[config.mk]
export PLATFORM = sky130hd
export DESIGN_NAME = gpio_emio_arbiter
export DESIGN_NICKNAME = d
export VERILOG_FILES = /design/src/rtl/gpio_emio_pkg.sv /design/src/rtl/gpio_rr_pick.sv /design/src/rtl/gpio_emio_arbiter.sv
export SDC_FILE = /design/constraint.sdc
export NUM_CORES = 1
export LEC_CHECK = 0
export CAP_MARGIN = 20
export CORE_AREA = 2 2 228 230
export CTS_BUF_LIST = sky130_fd_sc_hd__clkbuf_16
export CTS_CLUSTER_SIZE = 8
export DETAILED_ROUTE_END_ITERATION = 8
export DIE_AREA = 0 0 230 232
export PLACE_DENSITY = 0.52
export SYNTH_ARGS = -nofsm -noshare
export SYNTH_HDL_FRONTEND = slang
export SYNTH_SLANG_ARGS = --single-unit
export TNS_END_PERCENT = 10
[constraint.sdc]
create_clock -name clk -period 2 [get_ports clk]
set_input_delay 0.2 -clock clk [delete_from_list [all_inputs] [get_ports clk]]
set_output_delay 0.2 -clock clk [all_outputs]
set_load 0.02 [all_outputs]
[src/rtl/gpio_emio_pkg.sv]
// gpio_emio_pkg
// Shared definitions for the EMIO GPIO arbiter: FSM state encoding and the
// all-ones tristate value (pins released / input mode).
package gpio_emio_pkg;

  typedef enum logic [1:0] {
    ST_IDLE = 2'd0,
    ST_TURN = 2'd1,
    ST_OWN  = 2'd2
  } state_e;

  localparam int MAX_W = 64;
  localparam logic [MAX_W-1:0] TRI_ALL = '1;

endpackage

[src/rtl/gpio_rr_pick.sv]
// gpio_rr_pick
// Combinational round-robin picker: returns the first set request bit at or
// after the pointer, wrapping modulo N.
//   req_i   : request vector
//   ptr_i   : search start index
//   idx_o   : winning index (0 when nothing is requested)
//   valid_o : at least one request bit is set
module gpio_rr_pick #(
  parameter int N  = 4,
  parameter int PW = (N > 1) ? $clog2(N) : 1
) (
  input  logic [N-1:0]  req_i,
  input  logic [PW-1:0] ptr_i,
  output logic [PW-1:0] idx_o,
  output logic          valid_o
);

  function automatic int wrap_idx(input int base, input int off);
    return (base + off) % N;
  endfunction

  // Walk offsets from far to near so the nearest request overwrites the rest.
  always_comb begin
    idx_o   = '0;
    valid_o = 1'b0;
    for (int i = N - 1; i >= 0; i--) begin
      if (req_i[wrap_idx(int'(ptr_i), i)]) begin
        idx_o   = PW'(wrap_idx(int'(ptr_i), i));
        valid_o = 1'b1;
      end
    end
  end

endmodule

[src/rtl/gpio_emio_arbiter.sv]
// gpio_emio_arbiter
// Round-robin owner of the PS EMIO GPIO O/T bus for N fabric requesters, with a
// tristated IDLE+TURN gap between owners and a 2-flop synchroniser on GPIO_I.
//   clk, reset       : clock, synchronous active-high reset
//   req, rel         : per-requester hold request and one-cycle release
//   req_o, req_t     : per-requester pin data / tristate, slice k at [k*W +: W]
//   gnt, busy        : one-hot grant; any grant or turnaround in progress
//   timeout_evt      : one-cycle pulse on forced revoke
//   gpio_o, gpio_t   : to EMIO GPIO_O / GPIO_T
//   gpio_i, sync_i   : from EMIO GPIO_I; synchronised copy to requesters
//
// state   | meaning
// IDLE    | pins tristated, choosing next owner from req
// TURN    | one tristated turnaround cycle, winner latched
// OWN     | winner's slice drives the pins, one cycle lag
module gpio_emio_arbiter
  import gpio_emio_pkg::*;
#(
  parameter int N       = 4,
  parameter int W       = 48,
  parameter int TIMEOUT = 0,
  parameter int CW      = 16
) (
  input  logic           clk,
  input  logic           reset,
  input  logic [N-1:0]   req,
  input  logic [N-1:0]   rel,
  input  logic [N*W-1:0] req_o,
  input  logic [N*W-1:0] req_t,
  output logic [N-1:0]   gnt,
  output logic           busy,
  output logic           timeout_evt,
  output logic [W-1:0]   gpio_o,
  output logic [W-1:0]   gpio_t,
  input  logic [W-1:0]   gpio_i,
  output logic [W-1:0]   sync_i
);

  localparam int PW = (N > 1) ? $clog2(N) : 1;
  localparam logic [W-1:0] TRI_W = TRI_ALL[W-1:0];

  state_e        state_q;
  logic [PW-1:0] ptr_q;
  logic [PW-1:0] winner_q;
  logic [CW-1:0] cnt_q;
  logic [N-1:0]  gnt_q;
  logic          busy_q;
  logic          tevt_q;
  logic [W-1:0]  gpio_o_q;
  logic [W-1:0]  gpio_t_q;
  logic [W-1:0]  sync1_q;
  logic [W-1:0]  sync2_q;

  logic [PW-1:0] pick_idx;
  logic          pick_valid;

  gpio_rr_pick #(.N(N), .PW(PW)) u_pick (
    .req_i   (req),
    .ptr_i   (ptr_q),
    .idx_o   (pick_idx),
    .valid_o (pick_valid)
  );

  logic          own_rel;
  logic          own_drop;
  logic          own_tmo;
  logic          own_exit;
  logic [PW-1:0] ptr_next;

  assign own_rel  = rel[winner_q];
  assign own_drop = !req[winner_q];
  assign own_tmo  = (TIMEOUT != 0) && (cnt_q == CW'(TIMEOUT - 1));
  assign own_exit = own_rel || own_drop || own_tmo;
  assign ptr_next = (winner_q == PW'(N - 1)) ? '0 : winner_q + PW'(1);

  always_ff @(posedge clk) begin
    if (reset) begin
      state_q  <= ST_IDLE;
      ptr_q    <= '0;
      winner_q <= '0;
      cnt_q    <= '0;
      gnt_q    <= '0;
      busy_q   <= 1'b0;
      tevt_q   <= 1'b0;
      gpio_o_q <= '0;
      gpio_t_q <= TRI_W;
    end else begin
      tevt_q <= 1'b0;
      case (state_q)
        ST_IDLE: begin
          gnt_q    <= '0;
          gpio_o_q <= '0;
          gpio_t_q <= TRI_W;
          if (pick_valid) begin
            winner_q <= pick_idx;
            state_q  <= ST_TURN;
            busy_q   <= 1'b1;
          end else begin
            busy_q <= 1'b0;
          end
        end
        ST_TURN: begin
          if (req[winner_q]) begin
            gnt_q   <= N'(1) << winner_q;
            cnt_q   <= '0;
            busy_q  <= 1'b1;
            state_q <= ST_OWN;
          end else begin
            busy_q  <= 1'b0;
            state_q <= ST_IDLE;
          end
        end
        ST_OWN: begin
          if (own_exit) begin
            gnt_q    <= '0;
            busy_q   <= 1'b0;
            gpio_o_q <= '0;
            gpio_t_q <= TRI_W;
            ptr_q    <= ptr_next;
            state_q  <= ST_IDLE;
            // A release or dropped request on the same cycle wins over the timer.
            tevt_q   <= own_tmo && !own_rel && !own_drop;
          end else begin
            gpio_o_q <= req_o[int'(winner_q)*W +: W];
            gpio_t_q <= req_t[int'(winner_q)*W +: W];
            cnt_q    <= cnt_q + CW'(1);
          end
        end
        default: begin
          gnt_q    <= '0;
          busy_q   <= 1'b0;
          gpio_o_q <= '0;
          gpio_t_q <= TRI_W;
          state_q  <= ST_IDLE;
        end
      endcase
    end
  end

  always_ff @(posedge clk) begin
    if (reset) begin
      sync1_q <= '0;
      sync2_q <= '0;
    end else begin
      sync1_q <= gpio_i;
      sync2_q <= sync1_q;
    end
  end

  assign gnt         = gnt_q;
  assign busy        = busy_q;
  assign timeout_evt = tevt_q;
  assign gpio_o      = gpio_o_q;
  assign gpio_t      = gpio_t_q;
  assign sync_i      = sync2_q;

endmodule

* Word-level counts from Yosys, hierarchy flattened
Cells that the tools add are included.
** Word-level totals
- Register bits :: 203
- Logic and storage cells :: 80
- Bits of input ports :: 442
- Output and inout bits :: 150
** Operators by class
- Shift operators :: 3
- $add $sub $neg :: 4
- Multiplexer cells :: 39
- Bitwise operators :: 3
- Magnitude comparators :: 5
- Multipliers :: 1
- Reduce and logical (&&, ||, !) cells :: 10
- Eq/ne operators :: 6
** Operator list (count)
- $pmux W48 S2 :: 2
- $shiftx A192 B32 Y48 :: 1
- $shiftx A192 B9 Y48 :: 1
- $mux W48 :: 2
- $mux W1 :: 16
- $mux W2 :: 8
- $bmux W1 S2 :: 6
- $lt A3 B4 Y1 const B :: 3
- $mux W4 :: 2
- $pmux W4 S2 :: 1
- $reduce_and A2 Y1 :: 4
- $lt A2 B3 Y1 const B :: 2
- $ne A2 B2 Y1 const B :: 3
- $pmux W2 S3 :: 1
- $reduce_or A2 Y1 :: 3
- $add A2 B1 Y2 const B :: 2
- $add A2 B2 Y2 const B :: 2
- $eq A2 B2 Y1 const B :: 2
- $mul A2 B2 Y4 const B :: 1
- $shl A1 B2 Y4 const A :: 1
- $and A1 B1 Y1 const A :: 3
- $pmux W1 S3 :: 1
- $eq A2 B1 Y1 const B :: 1
- $logic_not A2 Y1 :: 1
- other kinds (2) :: 2

* Logic depth before layout (Yosys ltp)
- Depth after elaboration :: 12
- Gate-level depth with buffers :: 7
- Gate-level depth less buffers :: 4

* Modules after synthesis
From an unflattened synthesis, not the netlist that was laid out.
** Second synthesis, totals
- Cell total of the unflattened synthesis :: 615
- Area total of the unflattened synthesis :: 8395.6 um2
** Modules (own cells, without submodules)
- gpio_emio_arbiter :: area each 8318.0 um2, instances 1, cells each 602, seq. area each 4063.9 um2
- gpio_rr_pick :: area each 77.6 um2, instances 1, cells each 13, seq. area each 0.0 um2

* Worst setup path before layout
No wires, ideal clock.
- Path kind :: register -> register
- Start point :: register winner_q[0]
- End point :: register gpio_o_q[29] (netlist: gpio_o[29])
- Stages on the path, launching flop included :: 6
- Buffers on the path :: 3
- Required time :: 1.883 ns
- Data arrival time :: 1.878 ns
- Path slack :: 0.005 ns
- Clock period less this slack :: 1.995 ns
- Setup time :: 0.117 ns
- Cell sequence :: dfxtp_1 buf_2 buf_2 buf_2 mux4_2 a22o_1
** Between the ends
- Cells in the longest elaborated chain, start to end :: 6
- Elaborated cells between the ends (all ways) :: 10
- Classes of those cells :: 1 x mul; 1 x shift; 6 x mux; 2 x reduce/logical
** Ends and longest elaborated chain
- start, declared :: line gpio_emio_arbiter.sv:44 : logic [PW-1:0] winner_q;
- start signal, assigned :: line gpio_emio_arbiter.sv:95 : winner_q <= pick_idx;
- branches (longest 4 deep; another with $mul A2 B2 Y4)
- $mux W48 (*) :: line gpio_emio_arbiter.sv:114 : if (own_exit) begin
- $pmux W48 S2 (*) :: line gpio_emio_arbiter.sv:89 : case (state_q)
- end signal, assigned :: line gpio_emio_arbiter.sv:124 : gpio_o_q <= req_o[int'(winner_q)*W +: W];
- end, declared :: line gpio_emio_arbiter.sv:49 : logic [W-1:0] gpio_o_q;
Mark *: on every way between the ends. The select of a mux whose other input is x is not followed.
A chain may end at the register's enable or synchronous reset.

* Worst setup path after layout
- Start point :: register busy_q (netlist: busy)
- End point :: output port busy
** RTL lines
- start, declared :: line gpio_emio_arbiter.sv:47 : logic busy_q;
- start signal, assigned :: line gpio_emio_arbiter.sv:83 : busy_q <= 1'b0;
- start signal, assigned :: line gpio_emio_arbiter.sv:97 : busy_q <= 1'b1;
- start signal, assigned :: line gpio_emio_arbiter.sv:99 : busy_q <= 1'b0;
- end, declared :: line gpio_emio_arbiter.sv:31 : output logic busy,
No word-level cell between the ends.

==> flow_summary.toml <==
[run_status]
status = "finished clean"

[route]
wire_per_inst_um = 20.7
drc = 0
drtIter0Drc = 207
firstDrtPassIters = 4
vias = 7632
via_per_inst = 4.02
ant_nets = 0
routed_wirelength_um = 39200

[finish]
syn_to_final_growth_pct = 91.4
drive_above_1_share_pct = 14.3
nFillCells = 5163
finalNetCount = 1651
stdcell_area_um2 = 16000

[global_route]
gr-usage-met1_pct = 14.7
top_usage_layer = "met2"
track_usage_pct = 13.9
grtUsageMet2_pct = 24.0
grt_pass1_vias = 8047
grt_max_degree = 111
gr-total-overflow = 0
met3_usage_pct = 6.30
antenna_found_initial = 7
grt_pass1_wl_um = 54600

[logic_synthesis]
yosys.area.top_type = "dfxtp_1"
syn-cell-area_um2 = 8380
yosysSeqAreaShare_pct = 48.5
syn_avg_cell_area_um2 = 13.7
synth_commonest_cells = "dfxtp_1, mux4_2, nor2b_1"
syn_inst = 612
syn-num-nets = 1058
synth_edf_count = 0
synth_area_leaders = "dfxtp_1, mux4_2, nor2b_1, a22o_1, o22a_1"
synth_top_flop_cell = "dfxtp_1"
synth_most_common_cell = "dfxtp_1"
synth_seq_cells = 203
synth.distinct_cells = 37
async_flop_share_pct = 0
synth_top_area_share_pct = 48.5
ys_warn_count = 0

[sta]
max_slew_margin_pct = 35.4
fmax_mhz = 522
worst_pin_slew_ns = 0.969
timing.final.max_slew_violations = 0
setup_viol = 0
hold_viol = 0
period_needed_ns = 1.91
rsz0062_at_grt = "no"
clock_skew_ns = 0.0123
fin_crit_sh_pct = 95.7
fin_hold_ws_ns = 0.167

[clock_tree]
hold_buffers = 0
clk_latency_ns = 0.57
clkTransAtPathRegs_ns = 0.05
cts_tree = "built"
cts_buffers = 30
cts.sinks = 203
clockBufferDepth = 3
htree_levels = 1
root_buffer = "clkbuf_16"

[floorplanning]
die_w_um = 230
rows = 83
die_y_um = 232
initial_utilization_pct = 16.5
die_area_um2 = 53400
core_um2 = 50900
ioPinCount = 592

[power_and_ir_drop]
swShare_pct = 23.7
seqPwrFrac_pct = 39.4
p_sw_mw = 2.53
powerDensity_nw_per_um2 = 666
peakVddDrop_mv = 0.607
p_leak_nw = 5.59
clkPwrFrac_pct = 41.7
internal_power_mw = 8.15
comb_power_share_pct = 18.9

[critical_path]
timing.critical_path.depth = 1
cp.required_ns = 1.80
timing.rr.start = "winner_q[1]$_SDFFE_PP0P_"
startpoint_type = "flop"
critPathKind = "flop to output pin"
reg2reg_depth = 6
cp_slowest_cell = "clkdlybuf4s50_1"
max_stage_delay_ns = 0.78
end_kind = "output pin"
cp_top_family = "buffers and inverters"
r2r_slack_ns = 0.12
cp.arrival_ns = 1.71
path_cells = "clkdlybuf4s50_1"
regToRegEndpoint = "gpio_o[46]$_SDFFE_PP0N_"
crit_fanout = 2
critPathBufInv = 1

[min_path]
hold_path_depth = 3
min_to = "state_q[1]$_SDFFE_PP0P_"
min-delay-start = "reset"
hold_class = "input port to flop"

[run]
drv_cap = 0

[placement]
gp_congestion = 0.818
portBuffers = 590
place_hpwl_um = 31700
place_area_um2 = 15200
==> placed cells by master, fill, tap and decap left out, drive strengths merged, types with 7 or more instances in the layout <==
cell and count:
clkdlybuf4s50 584, dfxtp 203, mux4 97, nor2b 97, o22a 48, a22o 48
buf 32, clkbuf 30, nor2 9, inv 8, o21ai 7, a21oi 7
==> sequential cells by signal (all words and copies together), names as in the netlist <==
name and cells:
gpio_o 48, gpio_t 48, sync1_q 48, sync_i 48, gnt 4, ptr_q 2, state_q 2, winner_q 2
busy 1
==> stage by stage <==
step                setup TNS [ns]  setup slack [ns]  util (%)  std cells  power (mW)
floorplan                        0           0.00520         -        612        5.07
global placement            -19.27            -0.306      29.8       1850        6.32
detailed placement          -22.52            -0.350      29.8       1850        6.32
CTS                              0            0.0325      31.5       1891        10.9
global route                     0            0.0138      31.5       1898        11.1
finish                           0            0.0861      31.5       1898        10.7
==> what timing repair did <==
item | CTS | global route
setup buffers | 1 | 0
pin swaps | 1 | 1
resized for setup | 0 | 1
cloned | 1 | 1
setup endpoints to repair | 11 | 19
==> routing by layer <==
layer | vias up | routed length (µm)
met5 | - | 0
met4 | 0 | 1360
met3 | 52 | 4430
met2 | 400 | 19200
met1 | 3650 | 14200
li1 | 3530 | -
==> final cells by class <==
type	count	area (µm²)	share of cell area [%]
Inverter	5	18.8	0.117
Antenna cell	6	15.0	0.0936
Timing Repair Buffer	616	6220	38.8
Tap cell	680	851	5.30
Sequential cell	203	4070	25.4
Clock buffer	30	751	4.68
Clock inverter	9	62.6	0.390
Multi-Input combinational cell	349	4060	25.3
==> worst max path at each step <==
stage | from | endpoint
2_1_floorplan | winner_q[0]$_SDFFE_PP0P_ | gpio_o[29]$_SDFFE_PP0N_
3_3_place_gp | req[0] | gpio_o[32]$_SDFFE_PP0N_
3_5_place_dp | req[0] | gpio_o[6]$_SDFFE_PP0N_
4_1_cts | state_q[1]$_SDFFE_PP0P_ | gpio_o[46]$_SDFFE_PP0N_
5_1_grt | gnt[0]$_SDFFE_PP0P_ | gnt[0]
6_report | busy$_SDFFE_PP0P_ | busy
==> power groups by stage <==
stage               sequential (mW)  combinational (mW)  clock, mW
floorplan                      4.35               0.725          0
global placement               4.29                2.03          0
detailed placement             4.29                2.04          0
CTS                            4.21                2.05       4.63
global route                   4.21                2.15       4.78
finish                         4.21                2.02       4.45
==> kinds of logic (layout without fill, tap and decap cells) <==
family                     count (synthesis)  count (layout)  share of synthesized area [%]
adders and majority gates                  4               4                          0.597
muxes                                     97              97                           26.1
AOI/OAI and AO/OA                        117             117                           11.8
DFF                                      203             203                           48.5
and+or+nand+nor                          129             130                           9.61
other                                      1               7                         0.0447
buffers and inverters                     61             660                           3.43
No activity file was read; power rests on OpenSTA's default activity.
